**src/rtl/mem_seq_pkg.sv**
```systemverilog
// mem_seq_pkg: shared state encoding, grant IDs and arbitration helper for the MDR/MAR memory sequencer.
package mem_seq_pkg;

   typedef enum logic [2:0] {
      S_IDLE     = 3'd0,
      S_LOAD_MAR = 3'd1,
      S_WR_LOAD  = 3'd2,
      S_MEM_WAIT = 3'd3,
      S_CAPTURE  = 3'd4,
      S_DRIVE    = 3'd5,
      S_FINISH   = 3'd6,
      S_ABORT    = 3'd7
   } state_t;

   localparam logic GRANT_FETCH = 1'b0;
   localparam logic GRANT_DATA  = 1'b1;

   localparam int DEFAULT_TIMEOUT_CYCLES = 16;

   // Alternating priority on contention, otherwise whoever is pending wins.
   function automatic logic pick_winner(input logic f, input logic d, input logic last);
      return (f && d) ? ~last : d;
   endfunction

endpackage

```
**src/rtl/mem_timeout_ctr.sv**
```systemverilog
// mem_timeout_ctr: MEM_WAIT cycle counter with clear priority and a terminal-count flag.
module mem_timeout_ctr #(
   parameter int TO_W  = 8,
   parameter int LIMIT = 16
) (
   input  logic clock,
   input  logic clear,
   input  logic inc,
   input  logic clr,
   output logic expired
);

   logic [TO_W-1:0] cnt_q, cnt_d;

   always_comb cnt_d = clr ? '0 : inc ? cnt_q + 1'b1 : cnt_q;

   always_ff @(posedge clock or negedge clear)
      if (!clear) cnt_q <= '0;
      else        cnt_q <= cnt_d;

   assign expired = (cnt_q == TO_W'(LIMIT - 1));

endmodule

```
**src/rtl/mdr_mem_sequencer.sv**
```systemverilog
// mdr_mem_sequencer: arbitrates fetch/data requesters and sequences MAR/MDR strobes and the memory handshake.
module mdr_mem_sequencer
   import mem_seq_pkg::*;
#(
   parameter int TIMEOUT_CYCLES = DEFAULT_TIMEOUT_CYCLES,
   parameter int TO_W           = 8
) (
   input  logic clock,
   input  logic clear,
   input  logic fetch_req,
   input  logic data_rd_req,
   input  logic data_wr_req,
   input  logic mem_ready,
   output logic mar_in,
   output logic mdr_enable,
   output logic mdr_read,
   output logic mdr_out,
   output logic mem_rd,
   output logic mem_wr,
   output logic grant_fetch,
   output logic grant_data,
   output logic fetch_done,
   output logic data_done,
   output logic err,
   output logic busy
);

   state_t state_q, state_d;
   logic   grant_q, grant_d;
   logic   last_q, last_d;
   logic   wr_q, wr_d;
   logic   to_inc, to_clr, expired;
   logic   data_req, winner, done;

   assign data_req = data_rd_req | data_wr_req;
   assign winner   = pick_winner(fetch_req, data_req, last_q);

   mem_timeout_ctr #(
      .TO_W (TO_W),
      .LIMIT(TIMEOUT_CYCLES)
   ) u_timeout (
      .clock  (clock),
      .clear  (clear),
      .inc    (to_inc),
      .clr    (to_clr),
      .expired(expired)
   );

   always_comb begin
      state_d = state_q;
      grant_d = grant_q;
      last_d  = last_q;
      wr_d    = wr_q;
      to_inc  = (state_q == S_MEM_WAIT) && !mem_ready && !expired;
      to_clr  = !to_inc;
      case (state_q)
         S_IDLE:
            if (fetch_req || data_req) begin
               grant_d = winner;
               last_d  = winner;
               wr_d    = (winner == GRANT_DATA) && data_wr_req;
               state_d = S_LOAD_MAR;
            end
         S_LOAD_MAR: state_d = wr_q ? S_WR_LOAD : S_MEM_WAIT;
         S_WR_LOAD:  state_d = S_MEM_WAIT;
         // A ready on the terminal-count cycle still completes normally.
         S_MEM_WAIT: state_d = mem_ready ? (wr_q ? S_FINISH : S_CAPTURE) : expired ? S_ABORT : S_MEM_WAIT;
         S_CAPTURE:  state_d = S_DRIVE;
         default:    state_d = S_IDLE;
      endcase
   end

   always_ff @(posedge clock or negedge clear)
      if (!clear) begin
         state_q <= S_IDLE;
         grant_q <= GRANT_FETCH;
         last_q  <= GRANT_FETCH;
         wr_q    <= 1'b0;
      end else begin
         state_q <= state_d;
         grant_q <= grant_d;
         last_q  <= last_d;
         wr_q    <= wr_d;
      end

   assign busy        = (state_q != S_IDLE);
   assign done        = (state_q == S_DRIVE) || (state_q == S_FINISH) || (state_q == S_ABORT);
   assign mar_in      = (state_q == S_LOAD_MAR);
   assign mdr_enable  = (state_q == S_WR_LOAD) || (state_q == S_CAPTURE);
   assign mdr_read    = (state_q == S_CAPTURE);
   assign mdr_out     = (state_q == S_DRIVE);
   assign mem_rd      = (state_q == S_MEM_WAIT) && !wr_q;
   assign mem_wr      = (state_q == S_MEM_WAIT) && wr_q;
   assign grant_fetch = busy && (grant_q == GRANT_FETCH);
   assign grant_data  = busy && (grant_q == GRANT_DATA);
   assign fetch_done  = done && (grant_q == GRANT_FETCH);
   assign data_done   = done && (grant_q == GRANT_DATA);
   assign err         = (state_q == S_ABORT);

endmodule

```
**config.mk**
```make
export PLATFORM = sky130hd
export DESIGN_NAME = mdr_mem_sequencer
export DESIGN_NICKNAME = d
export VERILOG_FILES = /design/src/rtl/mem_seq_pkg.sv /design/src/rtl/mem_timeout_ctr.sv /design/src/rtl/mdr_mem_sequencer.sv
export SDC_FILE = /design/constraint.sdc
export NUM_CORES = 1
export LEC_CHECK = 0
export ABC_AREA = 1
export CAP_MARGIN = 20
export CORE_MARGIN = 5
export CORE_UTILIZATION = 35
export CTS_CLUSTER_SIZE = 8
export DETAILED_ROUTE_END_ITERATION = 16
export DONT_BUFFER_PORTS = 1
export PLACE_DENSITY = 0.61
export SYNTH_ARGS = -nofsm -noshare
export SYNTH_HDL_FRONTEND = slang
export SYNTH_SLANG_ARGS = --single-unit
```
**constraint.sdc**
```tcl
create_clock -name clock -period 1.4 [get_ports clock]
set_input_delay 0.42 -clock clock [delete_from_list [all_inputs] [get_ports clock]]
set_output_delay 0.42 -clock clock [all_outputs]
set_load 0.005 [all_outputs]
```
==> run metrics <==
outcome=finished with violations; failing checks=negative setup slack; Tmin final=1600 ps; hold slack=294 ps; critical path, cell by cell=inv_4, buf_4, nand3_2, nand2_2; initial antenna violation count=0; routed wire length=2.07 mm; CTS H-Tree Depth=1; worst setup slack after layout=-198 ps; Pwr Total=2.01 mW; largest net degree at the start of global routing=14; Ys Warns=0; Cell variety after synth=17; total track usage=13.3%; worst path arrival time=1180 ps; Rel. slew slack=60.6%; top cell type's share of synthesized area=43.4%; Worst Tran Pin Value=590 ps; Rows=16; Final GP Congestion=0.774; IO Pins=18; die height=56.3 microns; pwr dens=1910 nW/um^2; buffers added on ports=0; diode count=0; router iterations before antenna repair=5; top cells by area, synth=dfrtp_1 43%, nand2_1 13%, nor2_1 12%; Core ar.=2000 sq um; CP startpoint kind=register; layout cells sized above 1=38.2%; vias in the first global route=714; via count=744; CTS Buffer Depth=2; global route total overflow=0; final net count=131; Via density=4.96; crit path kind=register to output pin; Max Cap Viol=0; mean post-synth cell area=7.28 sq um; Final Core Density=52.7%; area leader, netlist=dfrtp_1; post-route cell area=1050 sq um; drc violations=0; Max Fanout on Critical Path=5; RSZ-0062 raised after global routing=true; Synth Register Bits=13; VDD IR max=1.32 mV; Worst Skew=2.16 ps; Final Setup Violations=12; Fmax=626 MHz; most frequent cells in the layout=20 x nand2_1, 16 x nor2_1, 11 x dfrtp_1; Hold Crit Class=input pin to register; # fillers=182; root buf cell=clkbuf_4; commonest non-fill, non-tap cell in the layout=nand2_1; post-synthesis sequential area ratio=43.4%; leakage=0.475 nW; period utilisation layout=114%; Cell Area, Synth=749 sq um; post-synthesis instance total=103; Crit-path slowest cell=dfrtp_1; # clock sinks=13; Starting DRT DRC Count=16; Final Hold Viols=0; clock-pin transition on the worst setup and hold timing paths=90 ps; Clock Latency Late Sink=280 ps; die width=56.3 microns; Worst path max stage delay=450 ps; placed inst area=798 sq um; WP data required=980 ps; die area=3170 sq um; drt wl/cell=13.8 microns; final slew viol count=0; DP HPWL=1.14 mm; CTS tree=yes; critical path capture point type=output pin; first-pass GRT wire length=3.26 mm; Antenna Nets Post-Route=0; Mapped Nets=110; P&R area growth vs syn=40.7%; Inserted Clock Buffers=3; Starting Density=37.4%; setup TNS=-1800 ps
==> worst max-delay path, delay by kind of cell, from the launching register on <==
family,cells,cell delay [ps]
DFF,1,450
buffers and inverters,2,270
and+or+nand+nor,2,170
==> cells in the mapped netlist (all sizes together) <==
library cell / instances
nor2: 26
nand2: 25
inv: 15
dfrtp: 13
nand3: 10
o21ai: 4
nor3: 2
o21bai: 2
xor2: 2
a21oi: 1
ha: 1
nand4: 1
xnor2: 1
==> what timing repair did <==
item                                    4_1_cts  5_1_grt
hold buffers                                  1        0
setup buffers                                10        5
cloned                                        0        0
pin swaps                                     3        6
resized for setup                            15       27
endpoints found under the hold margin        13        0
endpoints found under the setup margin       12       13
==> routing by layer <==
metal | share of wire, % | wire [microns] | up-vias | GRT usage, %
li1 | - | - | 359 | -
met5 | 0 | 0 | - | 0
met3 | 7.8 | 161 | 9 | 4.36
met4 | 3.7 | 76 | 0 | 8.81
met2 | 46 | 943 | 36 | 19.9
met1 | 43 | 883 | 340 | 16.1
==> power by group <==
part	leakage [nW]	switching [mW]	internal, mW	total, mW
registers	0.170	0.130	0.464	0.594
clock network	0.0150	0.143	0.111	0.253
logic	0.290	0.679	0.484	1.16
==> flip-flops by register name, summed over array words and instances (netlist names) <==
| signal | count |
|---|---|
| u_timeout.cnt_q | 8 |
| last_q | 1 |
| wr_q | 1 |
| state_q | 3 |
==> layout make-up <==
class	instances	area [sq um]	area share, %
clock buffer	4	26.3	2.49
multi-input combinational	75	457	43.3
sequential	13	328	31.1
tap	27	33.8	3.20
timing repair buffer	16	141	13.4
inverter	15	68.8	6.52
==> final timing paths <==
path / startpoint / end / slack (ps) / cells past startpoint
min reg2reg: u_timeout.cnt_q[0] / u_timeout.cnt_q[0] / 490 / 1
max: state_q[0] / mdr_enable / -200 / 4
max in group asynchronous: clear / state_q[2] / 420 / 1
max reg2reg: state_q[0] / state_q[2] / 80 / 9
min in group asynchronous: clear / u_timeout.cnt_q[0] / 570 / 1
min: data_wr_req / wr_q / 290 / 2
==> cell families (layout without fill, tap and decap cells) <==
group	count (synthesis)	in the layout	synth area share, %
and+or+nand+nor	64	64	37.1
buffers and inverters	15	35	7.51
adders and majority gates	1	1	1.67
AOI/OAI and AO/OA	7	7	6.84
DFF	13	13	43.4
xor gates and xnor gates	3	3	3.51
==> through the flow <==
stage                     instances  setup slack [ps]
after floorplan                 103               118
after global placement          132               111
after detailed placement        132              82.0
after CTS                       147              -145
after global routing            150              -229
final                           150              -198
(Power assumes the default switching activity.)
